### src/rtl/quickq_pkg.sv
// Shared types for the QuickQ request arbiter: operation codes, response
// status codes and the sequencer state encoding.
package quickq_pkg;

  typedef enum logic {
    OP_ENQ = 1'b0,
    OP_DEQ = 1'b1
  } op_e;

  typedef enum logic [1:0] {
    ST_OK      = 2'd0,
    ST_FULL    = 2'd1,
    ST_EMPTY   = 2'd2,
    ST_TIMEOUT = 2'd3
  } status_e;

  typedef enum logic [1:0] {
    IDLE  = 2'd0,
    ISSUE = 2'd1,
    WAIT  = 2'd2,
    RESP  = 2'd3
  } arb_state_e;

endpackage

### src/rtl/quickq_req_arbiter_rr.sv
// Combinational round-robin picker: first valid requester at or after rr_ptr,
// wrapping modulo NREQ, returned both one-hot and encoded.
module rr_arbiter #(
  parameter int NREQ = 4
) (
  input  logic [NREQ-1:0]         req_valid_i,
  input  logic [$clog2(NREQ)-1:0] rr_ptr_i,
  output logic [NREQ-1:0]         grant_o,
  output logic [$clog2(NREQ)-1:0] grant_idx_o,
  output logic                    grant_vld_o
);

  localparam int IW = $clog2(NREQ);

  always_comb begin
    grant_o     = '0;
    grant_idx_o = '0;
    grant_vld_o = 1'b0;
    // Scan farthest-first so the requester nearest rr_ptr is the last writer.
    for (int k = NREQ - 1; k >= 0; k--) begin
      if (req_valid_i[(int'(rr_ptr_i) + k) % NREQ]) begin
        grant_idx_o = IW'((int'(rr_ptr_i) + k) % NREQ);
        grant_vld_o = 1'b1;
      end
    end
    if (grant_vld_o) grant_o[grant_idx_o] = 1'b1;
  end

endmodule

### src/rtl/quickq_req_arbiter.sv
// Shares one QuickQ core among NREQ requesters: round-robin grant, full/empty
// pre-check, single-cycle core pulse, watchdog-bounded wait, tagged response.
module quickq_req_arbiter
  import quickq_pkg::*;
#(
  parameter int NREQ    = 4,
  parameter int W       = 32,
  parameter int TIMEOUT = 64
) (
  input  logic                    clk,
  input  logic                    rst,
  input  logic [NREQ-1:0]         req_valid,
  input  logic [NREQ-1:0]         req_op,
  input  logic [NREQ*W-1:0]       req_data,
  output logic [NREQ-1:0]         req_ready,
  output logic                    rsp_valid,
  output logic [$clog2(NREQ)-1:0] rsp_id,
  output logic [W-1:0]            rsp_data,
  output logic [1:0]              rsp_status,
  output logic                    core_enq,
  output logic                    core_deq,
  output logic [W-1:0]            core_wdata,
  input  logic                    core_done,
  input  logic [W-1:0]            core_rdata,
  input  logic                    core_full,
  input  logic                    core_empty
);

  localparam int IW = $clog2(NREQ);
  localparam int CW = $clog2(TIMEOUT) + 1;

  arb_state_e      state_q;
  logic [IW-1:0]   rr_ptr_q, rr_ptr_d;
  logic [IW-1:0]   id_q;
  op_e             op_q;
  logic [CW-1:0]   wd_cnt_q;
  logic            core_enq_q, core_deq_q;
  logic [W-1:0]    core_wdata_q;
  logic            rsp_valid_q;
  logic [IW-1:0]   rsp_id_q;
  logic [W-1:0]    rsp_data_q;
  status_e         rsp_status_q;

  logic [NREQ-1:0] grant;
  logic [IW-1:0]   grant_idx;
  logic            grant_vld;
  op_e             gnt_op;
  logic [W-1:0]    gnt_data;

  rr_arbiter #(.NREQ(NREQ)) u_rr (
    .req_valid_i (req_valid),
    .rr_ptr_i    (rr_ptr_q),
    .grant_o     (grant),
    .grant_idx_o (grant_idx),
    .grant_vld_o (grant_vld)
  );

  assign gnt_op   = op_e'(req_op[grant_idx]);
  assign gnt_data = req_data[int'(grant_idx)*W +: W];
  assign rr_ptr_d = (int'(grant_idx) == NREQ - 1) ? '0 : grant_idx + 1'b1;

  // The accept pulse must coincide with the IDLE cycle that samples the request.
  assign req_ready = (state_q == IDLE) ? grant : '0;

  always_ff @(posedge clk or negedge rst) begin
    if (!rst) begin
      state_q      <= IDLE;
      rr_ptr_q     <= '0;
      id_q         <= '0;
      op_q         <= OP_ENQ;
      wd_cnt_q     <= '0;
      core_enq_q   <= 1'b0;
      core_deq_q   <= 1'b0;
      core_wdata_q <= '0;
      rsp_valid_q  <= 1'b0;
      rsp_id_q     <= '0;
      rsp_data_q   <= '0;
      rsp_status_q <= ST_OK;
    end else begin
      core_enq_q  <= 1'b0;
      core_deq_q  <= 1'b0;
      rsp_valid_q <= 1'b0;
      case (state_q)
        IDLE: begin
          if (grant_vld) begin
            id_q     <= grant_idx;
            op_q     <= gnt_op;
            rr_ptr_q <= rr_ptr_d;
            if ((gnt_op == OP_ENQ && core_full) || (gnt_op == OP_DEQ && core_empty)) begin
              rsp_valid_q  <= 1'b1;
              rsp_id_q     <= grant_idx;
              rsp_data_q   <= '0;
              rsp_status_q <= (gnt_op == OP_ENQ) ? ST_FULL : ST_EMPTY;
              state_q      <= RESP;
            end else begin
              core_enq_q   <= (gnt_op == OP_ENQ);
              core_deq_q   <= (gnt_op == OP_DEQ);
              core_wdata_q <= (gnt_op == OP_ENQ) ? gnt_data : '0;
              state_q      <= ISSUE;
            end
          end
        end
        ISSUE: begin
          wd_cnt_q <= '0;
          state_q  <= WAIT;
        end
        WAIT: begin
          if (wd_cnt_q != '1) wd_cnt_q <= wd_cnt_q + 1'b1;
          if (core_done) begin
            rsp_valid_q  <= 1'b1;
            rsp_id_q     <= id_q;
            rsp_data_q   <= (op_q == OP_DEQ) ? core_rdata : '0;
            rsp_status_q <= ST_OK;
            state_q      <= RESP;
          end else if (wd_cnt_q == CW'(TIMEOUT - 1)) begin
            rsp_valid_q  <= 1'b1;
            rsp_id_q     <= id_q;
            rsp_data_q   <= '0;
            rsp_status_q <= ST_TIMEOUT;
            state_q      <= RESP;
          end
        end
        RESP: state_q <= IDLE;
        default: state_q <= IDLE;
      endcase
    end
  end

  assign core_enq   = core_enq_q;
  assign core_deq   = core_deq_q;
  assign core_wdata = core_wdata_q;
  assign rsp_valid  = rsp_valid_q;
  assign rsp_id     = rsp_id_q;
  assign rsp_data   = rsp_data_q;
  assign rsp_status = rsp_status_q;

endmodule

### config.mk
export PLATFORM = sky130hd
export DESIGN_NAME = quickq_req_arbiter
export DESIGN_NICKNAME = d
export VERILOG_FILES = /design/src/rtl/quickq_pkg.sv /design/src/rtl/quickq_req_arbiter_rr.sv /design/src/rtl/quickq_req_arbiter.sv
export SDC_FILE = /design/constraint.sdc
export NUM_CORES = 1
export LEC_CHECK = 0
export CAP_MARGIN = 5
export CORE_ASPECT_RATIO = 2
export CORE_UTILIZATION = 25
export DETAILED_ROUTE_END_ITERATION = 8
export PLACE_DENSITY = 0.59
export SLEW_MARGIN = 20
export SYNTH_ARGS = -nofsm -noshare
export SYNTH_HDL_FRONTEND = slang
export SYNTH_SLANG_ARGS = --single-unit
### constraint.sdc
create_clock -name clk -period 3.1 [get_ports clk]
set_clock_uncertainty 0.1 [all_clocks]
set_input_delay 0.62 -clock clk [delete_from_list [all_inputs] [get_ports clk]]
set_output_delay 0.62 -clock clk [all_outputs]
set_load 0.005 [all_outputs]
== Yosys cells after proc, flatten, opt, wreduce, memory -nomap -nowiden ==
Index checks and enable logic that the tools add are counted.

* Register bits: 85
* Latch bits: 0
* Bits in writable memories: 0
* Bits in read-only memories: 0
* Bits of input ports: 173
* Logic and storage cells: 115
* Memories kept: 0

* Add/sub/neg operators: 5
* Multiply operators: 0
* Divide/modulo/power cells: 0
* $lt $le $gt $ge: 6
* Eq/ne operators: 10
* Shift operators: 1
* Muxes and demuxes: 61
* Bitwise operators: 5
* Reductions and logical operators: 15

{| class="wikitable"
|+ Operator list
! kind !! count
|-
| 32-bit two-way mux || 6
|-
| 128-bit by 8-bit indexed part select with 32-bit output || 1
|-
| 32-bit case mux with 2 select lines || 1
|-
| 2-bit two-way mux || 17
|-
| 1-bit two-way mux || 23
|-
| 7-bit case mux with 2 select lines || 1
|-
| 3-bit by 4-bit < comparator with 1-bit output, second input constant || 3
|-
| 1-bit binary-select mux with 2-bit select || 5
|-
| 4-bit two-way mux || 2
|-
| 2-bit case mux with 2 select lines || 2
|-
| 2-bit case mux with 4 select lines || 1
|-
| 7-bit by 1-bit adder with 7-bit output, second input constant || 1
|-
| 7-bit by 6-bit equality test with 1-bit output, second input constant || 1
|-
| 7-bit two-way mux || 1
|-
| 7-bit inequality test, second input constant || 1
|-
| 2-bit by 3-bit < comparator with 1-bit output, second input constant || 2
|-
| 2-bit AND reduction || 3
|-
| 2-bit OR reduction || 3
|-
| 2-bit by 1-bit adder with 2-bit output, second input constant || 2
|-
| 2-bit adder, second input constant || 2
|-
| 2-bit by 1-bit equality test with 1-bit output, second input constant || 2
|-
| 2-bit equality test, second input constant || 2
|-
| 2-bit inequality test, second input constant || 2
|-
| 4-bit AND reduction || 1
|-
| other kinds (12) || 18
|}

== Longest topological paths before layout ==
Gate-level depths: netlist of run 1.

* Depth after elaboration: 18
* Gate-level depth with buffers: 11
* Depth with buffers taken out: 8

== Modules after synthesis ==
A second synthesis of run 1 with hierarchy kept.

* Cell total of the unflattened synthesis: 373
* Area total of the unflattened synthesis: 4578.1 sq um

{| class="wikitable"
|+ By module, submodules not included
! module !! instances !! cells an instance !! area each (sq um) !! seq. area each (sq um)
|-
| quickq_req_arbiter || 1 || 345 || 4401.7 || 2127.0
|-
| rr_arbiter || 1 || 28 || 176.4 || 0.0
|}

== Worst setup path before layout of run 1 ==
No wires, ideal clock.

* Kind: in2out
* Start point: in req_valid[2]
* End point: out req_ready[0]
* Arrival time: 2006 ps
* Required time: 2380 ps
* Slack: 374 ps
* Stages on the path: 7
* Buffers on the path: 1
* Cell sequence: nor2b_1 > a21o_1 > a211oi_4 > inv_2 > clkbuf_1 > ha_1 > and2_1

* Cells in the longest elaborated chain, start to end: 13
* Elaborated cells on any way between the ends: 26
* Classes of those cells: order compare (2); mux (23); reduce/logical (1)

{| class="wikitable"
|+ RTL lines
! element !! RTL line !! source
|-
| start: declaration || quickq_req_arbiter.sv:12 || <nowiki>input logic [NREQ-1:0] req_valid,</nowiki>
|-
| 1-bit binary-select mux with 2-bit select || quickq_req_arbiter_rr.sv:21 || <nowiki>if (req_valid_i[(int'(rr_ptr_i) + k) % NREQ]) begin</nowiki>
|-
| 1-bit two-way mux (not written as such) (2 in a row) || quickq_req_arbiter_rr.sv:21 ||
|-
| 2-bit two-way mux (4 in a row) || quickq_req_arbiter_rr.sv:21 ||
|-
| 2-bit by 3-bit < comparator with 1-bit output (not written as such) / 2-bit by 1-bit >= comparator with 1-bit output (equally long branches) || quickq_req_arbiter_rr.sv:26 || <nowiki>if (grant_vld_o) grant_o[grant_idx_o] = 1'b1;</nowiki>
|-
| 1-bit logical AND (not written as such) || quickq_req_arbiter_rr.sv:26 ||
|-
| 1-bit two-way mux (not written as such) || quickq_req_arbiter_rr.sv:26 ||
|-
| 1-bit demux with 2-bit select || -- ||
|-
| 4-bit two-way mux (*) || quickq_req_arbiter_rr.sv:26 ||
|-
| 4-bit two-way mux (*) || quickq_req_arbiter.sv:63 || <nowiki>assign req_ready = (state_q == IDLE) ? grant : '0;</nowiki>
|-
| end: declaration || quickq_req_arbiter.sv:15 || <nowiki>output logic [NREQ-1:0] req_ready,</nowiki>
|}

Every way passes the cells marked *; elsewhere a longest branch is shown, timed or not. The select of a mux whose other input is x is not followed.

== Worst setup path after layout of run 1 ==
Same ends and word-level chain as after synthesis.

==> key figures, run 1 <==
Floorplan
  • Effective utilization at floorplan: 25.33%
  • Die area: 19,580 um^2
  • Core area: 18,740 um^2
  • Ports: 248
  • Die Wd: 99.45 um
  • Y dimension of the die: 196.9 um
  • Row count: 71

Setup path
  • Startpoint class of the critical path: primary input
  • Crit-path max cell delay: 300 ps
  • Critical Path RT: 2380 ps
  • R2r setup slk: slightly above 600 ps
  • CP Max Fanout: 5
  • CP max stage cell: a211oi_4
  • CP arrival: between 2000 and 2500 ps
  • CP Class: primary input to output port
  • Critical Path End Type: output port
  • Worst path cell trace: dlygate4sd2_1 -> nor2b_2 -> a21o_1 -> a211oi_4 -> buf_12 -> inv_2 -> ha_1 -> and2_1 -> clkdlybuf4s15_1

Placement
  • Hpwl dp: around 12 mm
  • Port Buffers: ~250
  • Final Wtd Congestion: 0.7742
  • Place WS: -352.1 ps

Global route
  • Initial antenna violation count: 0
  • Largest net degree at the start of global routing: 65
  • Total GRT Usage: 17.52%
  • Number of global-route vias before repair: just under 5,000
  • First-pass GRT wire length: around 26 mm
  • Overflow left after global routing: 0

Clock tree
  • H-tree Lvls: 3
  • Clock root cell: clkbuf_16
  • Maximum clock path buffer count: 2
  • Hold_buf cts: 0
  • CTS Sinks: 85
  • CTS tree: done
  • TritonCTS Buffers: 9
  • Worst skew pair latency: 340 ps
  • Clock Pin Slew Worst Setup and Hold Paths: 70 ps

Routing
  • Post-Route WL: 16.42 mm
  • Post-detailed-route count of antenna-violating nets: 0
  • Vias per std cell: 4.430
  • WL per Instance: ~15 um
  • DRT Pass-1 Iters: 4
  • Remaining DRCs: 0
  • Initial DRC count: 169
  • Routed via count: 4,802

STA
  • Final Cycle Share: a little over nine tenths
  • Min cycle time layout: 2990 ps
  • RSZ-0062 raised after global routing: no
  • Setup-failing EPs final: 0
  • Hold slack final: 198.2 ps
  • Final hold vios: 0
  • Setup WS post-layout: 109.9 ps
  • FMAX: between 300 and 400 MHz
  • Tightest Pin Transition: 657.3 ps
  • Max-slew violations: 0
  • Relative slew slack: 56.18%

Yosys
  • Synthesized area: 4748 um^2
  • Seq/Total Area, Yosys: 44.80%
  • Synth Area in Simple Gates: 25.35%
  • Cells after Synth: 562
  • Synthesized flop and latch total: 85
  • Syn nets: between 700 and 800
  • Post-synthesis mux area share: 8.300%
  • Compound-cell area share of the yosys netlist: between 10 and 15%
  • Warning count from the yosys run: 0
  • Largest family of logic cells by synthesized area: simple AND/OR/NAND/NOR gates
  • Adder-cell share of the synthesized area: 2.108%
  • Xor/xnor share of the synthesized area: 0.7378%
  • Syn Area/Cell: approximately 8.4 um^2
  • Post-synthesis cell type count: 38

Worst hold path
  • Worst Hold Class: primary input to asynchronous set/reset pin

Cells and area
  • Commonest non-fill, non-tap cell in the layout: clkdlybuf4s50_1
  • Most frequent cells in the layout: 238 x clkdlybuf4s50_1, 183 x nand2_1, 85 x dfrtp_1
  • Ant diodes: 0
  • P&R area growth vs syn: 70.38%
  • Final Net Count: approximately 1,000
  • Layout cells sized above 1: 8.806%

Power
  • Power consumption: 6.302 mW
  • Cell Pwr Density: between 700 and 800 nW/um^2
  • IR drop worst, VDD: about 0.31 mV
  • Pleak: 3.549 nW

Outcome
  • Outcome: complete, no violations

Run
  • Maxcap violations: 0
-- cells in the mapped netlist, drive strengths merged --
cell	number	area share, %
xnor2	3	0.55
and2	5	0.66
o21ai	12	1.3
a21o	2	0.32
nor2	11	0.87
nand4b	1	0.18
nand2b	4	0.53
nand3	69	7.5
nor3	1	0.11
a211oi	3	0.84
buf	13	2.2
clkbuf	25	2.0
ha	8	2.1
nand2	183	14
dfrtp	85	45
a21oi	7	0.74
xor2	1	0.18
o31ai	2	0.32
nor4	1	0.13
nand4	1	0.13
mux2i	36	7.6
inv	41	3.2
nor2b	4	0.53
a32o	32	6.7
mux2	3	0.71
a211o	1	0.18
o22ai	5	0.66
and3	2	0.26
o211ai	1	0.26
-- cell families after synthesis --
logic type                 count (synthesis)
AOI/OAI and AO/OA                         65
xor gates and xnor gates                   4
adders and majority gates                  8
buffers and inverters                     79
DFF                                       85
muxes                                     39
and+or+nand+nor                          282
-- power breakdown --
group | switching (mW) | internal, mW | total (mW)
Sequential | 0.224 | 1.51 | 1.73
Combinational | 1.59 | 1.85 | 3.44
Clock | 0.476 | 0.651 | 1.13
-- layer usage --
layer / part of all wire [%] / vias up / global-route usage, %
met1: 36 / 2215 / 18.36
li1: - / 2408 / -
met2: 56 / 159 / 33.28
met3: 4.8 / 20 / 3.688
met4: 2.5 / 0 / 6.917
met5: 0 / - / 0
-- worst paths after layout --
check	start	endpoint	cells past startpoint
worst max register to register	rr_ptr_q[0]$_DFFE_PN0P_	rsp_data[22]$_DFFE_PN0P_	12
min in group clk	op_q$_DFFE_PN0P_	op_q$_DFFE_PN0P_	2
max in group asynchronous	rst	core_wdata[2]$_DFFE_PN0P_	2
worst min-delay path	rst	rsp_data[30]$_DFFE_PN0P_	1
worst max-delay path	req_valid[2]	req_ready[0]	9
worst min register to register	op_q$_DFFE_PN0P_	op_q$_DFFE_PN0P_	2
-- sequential cells by signal, summed over array words and instances, names as in the netlist --
register and count:
rsp_status 2, core_deq 1, rr_ptr_q 2, core_wdata 32, state_q 2, wd_cnt_q 7
id_q 2, rsp_data 32, rsp_valid 1, rsp_id 2, op_q 1, core_enq 1
-- critical path: cells and delay by family --
family / cells / cell delay [ps]
AO/OA/AOI/OAI: 2 / 480
AND/OR/NAND/NOR: 2 / 310
adder cells (fa/ha/maj): 1 / 180
buffers and inverters: 4 / 680
-- final cells by class --
class	instances	area (um^2)
well taps	255	319.1
multi-input cells	398	2307
flip-flops and latches	85	2127
repair buffers	289	2874
clock inverters	6	70.07
clock buffers	10	239.0
inverters	41	153.9
fillers	1876	10650
-- stage by stage --
| step | cell area [um^2] | util [%] | cells | TNS [ps] |
|---|---|---|---|---|
| 2_1_floorplan | 4748 | - | 562 | 0 |
| 3_3_place_gp | 7760 | 41.40 | 1065 | -3496 |
| 3_5_place_dp | 7760 | 41.40 | 1065 | -6208 |
| 4_1_cts | 8092 | 43.17 | 1084 | 0 |
| 5_1_grt | 8090 | 43.16 | 1084 | 0 |
| 6_report | 8090 | 43.16 | 1084 | 0 |
-- timing repair --
item	in CTS	in global routing
gates resized for setup	11	4
pin swaps	2	1
buffers inserted	3	0
setup endpoints to repair	4	1
Note: power is estimated with default switching activity, not from simulation.
==> run 2: changes to the inputs <==
--- a/config.mk
+++ b/config.mk
@@ -8,9 +8,10 @@
 export CAP_MARGIN = 5
 export CORE_ASPECT_RATIO = 2
 export CORE_UTILIZATION = 25
+export CTS_CLUSTER_DIAMETER = 30
 export DETAILED_ROUTE_END_ITERATION = 8
 export PLACE_DENSITY = 0.59
-export SLEW_MARGIN = 20
+export SLEW_MARGIN = 30
 export SYNTH_ARGS = -nofsm -noshare
 export SYNTH_HDL_FRONTEND = slang
 export SYNTH_SLANG_ARGS = --single-unit
==> results of run 2 <==
The final DEF is identical to that of run 1; final timing and power are the same.
==> RTL change 1 (settings of run 1) <==
Register the output `rsp_status` once more, cleared by the reset; this adds one clock of latency there. The other outputs are not delayed to match.
--- a/src/rtl/quickq_req_arbiter.sv
+++ b/src/rtl/quickq_req_arbiter.sv
@@ -132,7 +132,13 @@
   assign rsp_valid  = rsp_valid_q;
   assign rsp_id     = rsp_id_q;
   assign rsp_data   = rsp_data_q;
-  assign rsp_status = rsp_status_q;
+  always_ff @(posedge clk or negedge rst) begin
+    if (!rst) begin
+      rsp_status <= '0;
+    end else begin
+      rsp_status <= rsp_status_q;
+    end
+  end
 
 endmodule
 
Function: not settled (the Yosys comparison gave no result); the edit may change what the design does.
==> RTL change 1 against run 1 <==
Highest routed layer unchanged. Clock power is 5% higher. Power is 1.2% higher. Non-clock buffer count is 4 lower. Routed wire length is 1.4% lower. Design area is 0.17% lower. Critical path depth stayed put. Synthesized area is 0.45% higher. Worst setup slack better by 0.026 ns. Sequential cell count is 2 higher. Final cell count is 0.65% lower.
==> RTL change 1: results (changes against run 1) <==
Clock network
  – Latest clock arrival within the worst-skew pair: 0.34 ns (about the same)
  – CTS root buffer: clkbuf_16
  – Max H-tree Level: 3 (unchanged)
  – Num CTS Buffers: 9 (unchanged)

GRT
  – First-pass GRT wire length: 25.4 mm (-2.8%)
  – Vias in the first global route: 4,957 (-0.060%)
  – All-layer global routing usage: 16.8% (-0.68 points)
  – Antenna violations before repair: 0 (unchanged)
  – Largest net degree at the start of global routing: 67 (+3.1%)

Placement
  – Cell count after placement: 1,059 (-0.56%)
  – HPWL Detailed: 12.3 mm (-0.75%)
  – Dpl ws: -0.319 ns (+0.0328 ns)
  – Instance area at placement: 7730 um2 (-0.42%)
  – Port bufs: 247 (unchanged)
  – Gpl congestion: 0.787 (+1.6%)

Synth
  – Synth cell count leaders: nand2_1 (176), dfrtp_1 (87), nand3_1 (68), inv_1 (38), mux2i_1 (36)
  – Post-synthesis xor/xnor area fraction: 0.367% (-0.37 points)
  – Main synth FF type: dfrtp_1
  – Syn Nets: 739 (-0.54%)
  – Mux cell area share after synthesis: 8.50% (+0.20 points)
  – Synth Area in Adders: 2.10% (-0.0094 points)
  – Seq/Total Area, Yosys: 45.6% (+0.85 points)
  – Synth Area per Inst: 8.55 um2 (+1.2%)
  – Unique masters post-synth: 37 (-2.6%)
  – Synth Area in Compound Gates: 10.8% (-0.50 points)
  – Top post-synthesis cells by area: dfrtp_1 (46%), nand2_1 (14%), mux2i_1 (7.6%), nand3_1 (7.1%), a32o_1 (6.7%)

Status
  – Run status: completed

Finish
  – Share of layout cells above drive strength 1: 8.39% (-0.41 points)
  – Layout Nets: 998 (-0.70%)
  – # fillers: 1,870 (-0.32%)

Setup path
  – Crit path largest cell delay: 0.32 ns (+0.02 ns)
  – Crit path DAT: 2.24 ns (-0.03 ns)
  – Maximum fanout along the worst path: 3 (-2)

STA
  – Worst slew margin relative to its limit: 53.6% (-2.6 points)

Drt
  – Via-to-Cell Ratio: 4.44 (+0.17%)
  – WL/cell: 15.0 um (-0.75%)
  – Vias post-DR: 4,779 (-0.48%)
  – Initial DRC Count: 113 (-33%)

Power and ir drop
  – LEAKAGE: 3.56 nW (+0.43%)
  – Peak VDD IR: 0.000313 V (-0.11%)
[RTL change 1: routing by layer]
metal / share of wire [%] / GRT usage, % / routed length [um] / up-vias
met2: 56 / 32.2 / 9080 / 161
met5: 0 / 0 / 0 / -
met3: 4.9 / 3.68 / 791 / 25
li1: - / - / - / 2382
met4: 2.8 / 6.59 / 452 / 0
met1: 36 / 17.4 / 5860 / 2211
[RTL change 1: stage by stage]
stage,total power (W),utilization (%)
after floorplan,0.00358,-
after global placement,0.00524,41.2
after detailed placement,0.00526,41.2
after CTS,0.00652,43.1
after global routing,0.00687,43.1
final,0.00638,43.1
[RTL change 1: worst paths after layout]
path                                 start             end  slack, ns  depth (start not counted)
max                           req_valid[2]    req_ready[3]       0.14                          9
min                                    rst   core_wdata[5]       0.11                          1
max reg2reg                    rr_ptr_q[0]    rsp_data[14]       0.58                         12
min reg2reg                rsp_status_q[0]   rsp_status[0]       0.27                          0
max in group asynchronous              rst  core_wdata[27]       2.12                          2
min in group clk           rsp_status_q[0]   rsp_status[0]       0.27                          0
[RTL change 1: area by class of cell]
cell class                      count  area [um2]  share of cell area, %
Timing Repair Buffer              285        2810                   34.8
Tap cell                          255         319                   3.95
Clock buffer                       12         246                   3.05
Sequential cell                    87        2180                   27.0
Multi-Input combinational cell    393        2290                   28.3
Inverter                           41         154                   1.91
Clock inverter                      4        77.6                  0.960
[RTL change 1: repair_timing]
item,4_1_cts,5_1_grt
buffers inserted,2,0
endpoints found under the setup margin,4,4
gates resized for setup,13,1
pin swaps,3,0
hold endpoints to repair,0,0
[RTL change 1: power by group]
| part | internal [W] | switching (W) | leakage (nW) |
|---|---|---|---|
| clock network | 0.000734 | 0.000457 | 0.157 |
| registers | 0.00155 | 0.000250 | 1.15 |
| logic | 0.00180 | 0.00159 | 2.25 |
==> RTL change 2 (settings of run 1) <==
Made on the original files. `NREQ` is set to 4 in 2 places; all go to 8.
--- a/src/rtl/quickq_req_arbiter_rr.sv
+++ b/src/rtl/quickq_req_arbiter_rr.sv
@@ -1,7 +1,7 @@
 // Combinational round-robin picker: first valid requester at or after rr_ptr,
 // wrapping modulo NREQ, returned both one-hot and encoded.
 module rr_arbiter #(
-  parameter int NREQ = 4
+  parameter int NREQ = 8
 ) (
   input  logic [NREQ-1:0]         req_valid_i,
   input  logic [$clog2(NREQ)-1:0] rr_ptr_i,
--- a/src/rtl/quickq_req_arbiter.sv
+++ b/src/rtl/quickq_req_arbiter.sv
@@ -3,7 +3,7 @@
 module quickq_req_arbiter
   import quickq_pkg::*;
 #(
-  parameter int NREQ    = 4,
+  parameter int NREQ    = 8,
   parameter int W       = 32,
   parameter int TIMEOUT = 64
 ) (
Ports: changed (5 resized); port bits go from 248 to 389. No check against the original RTL was run, so the function may have changed too.
==> RTL change 2 against run 1 <==
The run now ends with negative setup slack left. Routed wire length increased by 110%. Synthesized area up 51%. Sequential cell count rose by 3. Design area increased by 69%. Critical path depth rose by 8. Fmax fell by 26%. Worst setup slack got worse by 1.0 ns. Final cell count increased by 43%. Count of clock-buffer cells in the layout is 1 lower. Power grew to 3.2 times the old value. Sequential share of layout area down 10 points.
==> RTL change 2: results (changes against run 1) <==
GRT
  – Antenna violations before repair: 6 (+6)
  – All-layer global routing usage: 23.3% (+5.8 points)
  – Largest net degree at the start of global routing: 63 (-3.1%)
  – GR Util met3: 4.25% (+0.56 points)
  – Vias in the first global route: 8,224 (+66%)

Placement
  – Port bufs: 388 (+57%)
  – Cell count after placement: 1,482 (+39%)
  – Gpl congestion: 0.870 (+12%)
  – HPWL Detailed: 25.9 mm (+110%)
  – Dpl ws: -1.53 ns (-1.18 ns)

Drt
  – Initial DRC Count: 221 (+31%)
  – Drt total wl: 34.9 mm (+110%)
  – Vias post-DR: 7,786 (+62%)
  – First-pass DRT Iterations: 7 (+3)

Setup path
  – Critical-path top delay cell: mux4_2
  – Maximum fanout along the worst path: 8 (+3)
  – Crit path largest cell delay: 0.49 ns (+0.19 ns)

Power and ir drop
  – LEAKAGE: 6.02 nW (+70%)
  – Int Pwr: 0.0108 W (+170%)

STA
  – Post-route setup slack: -0.936 ns (-1.05 ns)
  – Setup TNS Final: -71.97 ns (-71.97 ns)
  – Setup violators final: 85 (+85)

Status
  – Run status: complete, but fails checks
  – Failing checks: negative setup slack

Finish
  – # fillers: 2,632 (+40%)
  – Share of layout cells above drive strength 1: 24.0% (+15 points)
  – Register area: 2200 um2 (+3.6%)

Synth
  – Unique masters post-synth: 63 (+66%)
  – Synth cell count leaders: mux2i_1 (242), dfrtp_1 (88), a22o_1 (33), o2bb2ai_1 (33), nand2_1 (27)
  – Seq/Total Area, Yosys: 30.7% (-14 points)
[RTL change 2: cell families (layout without fill, tap and decap cells)]
group,count (synthesis),after routing,synth area share [%]
buffers and inverters,69,567,4.60
other,0,6,0
multiplexers,267,267,39.2
flip-flops,88,88,30.7
AO/OA/AOI/OAI,145,145,16.2
AND/OR/NAND/NOR,101,101,7.05
adder cells (fa/ha/maj),8,8,1.39
XOR/XNOR,7,7,0.854
[RTL change 2: timing repair]
action | 4_1_cts | 5_1_grt
pin swaps | 24 | 20
cloned | 7 | 2
setup endpoints to repair | 87 | 87
setup buffers | 30 | 4
resized for setup | 126 | 41
[RTL change 2: worst paths after layout]
kind,start,to,slack (ns),depth (start not counted)
max,req_valid[0],rsp_data[7],-0.94,17
max reg2reg,rr_ptr_q[0],rsp_data[7],-0.93,17
min reg2reg,id_q[1],id_q[1],0.39,2
min in group clk,id_q[1],id_q[1],0.39,2
max in group asynchronous,rst,core_wdata[4],2.03,2
min,rst,rsp_data[0],0.16,1
[RTL change 2: power groups by stage]
stage                     Clock, W  Sequential [W]  Combinational (W)
after floorplan                  0         0.00184            0.00920
after global placement           0         0.00186             0.0140
after detailed placement         0         0.00186             0.0141
after CTS                  0.00114         0.00184             0.0162
after global routing       0.00117         0.00191             0.0180
final                      0.00109         0.00186             0.0169
[RTL change 2: layout make-up]
| cell class | count | area share [%] |
|---|---|---|
| inverter | 15 | 0.502 |
| timing repair buffer | 536 | 39.2 |
| multi-input combinational | 528 | 38.8 |
| clock inverter | 7 | 0.457 |
| tap | 356 | 3.25 |
| clock buffer | 9 | 1.64 |
| antenna | 6 | 0.110 |
| sequential | 88 | 16.1 |
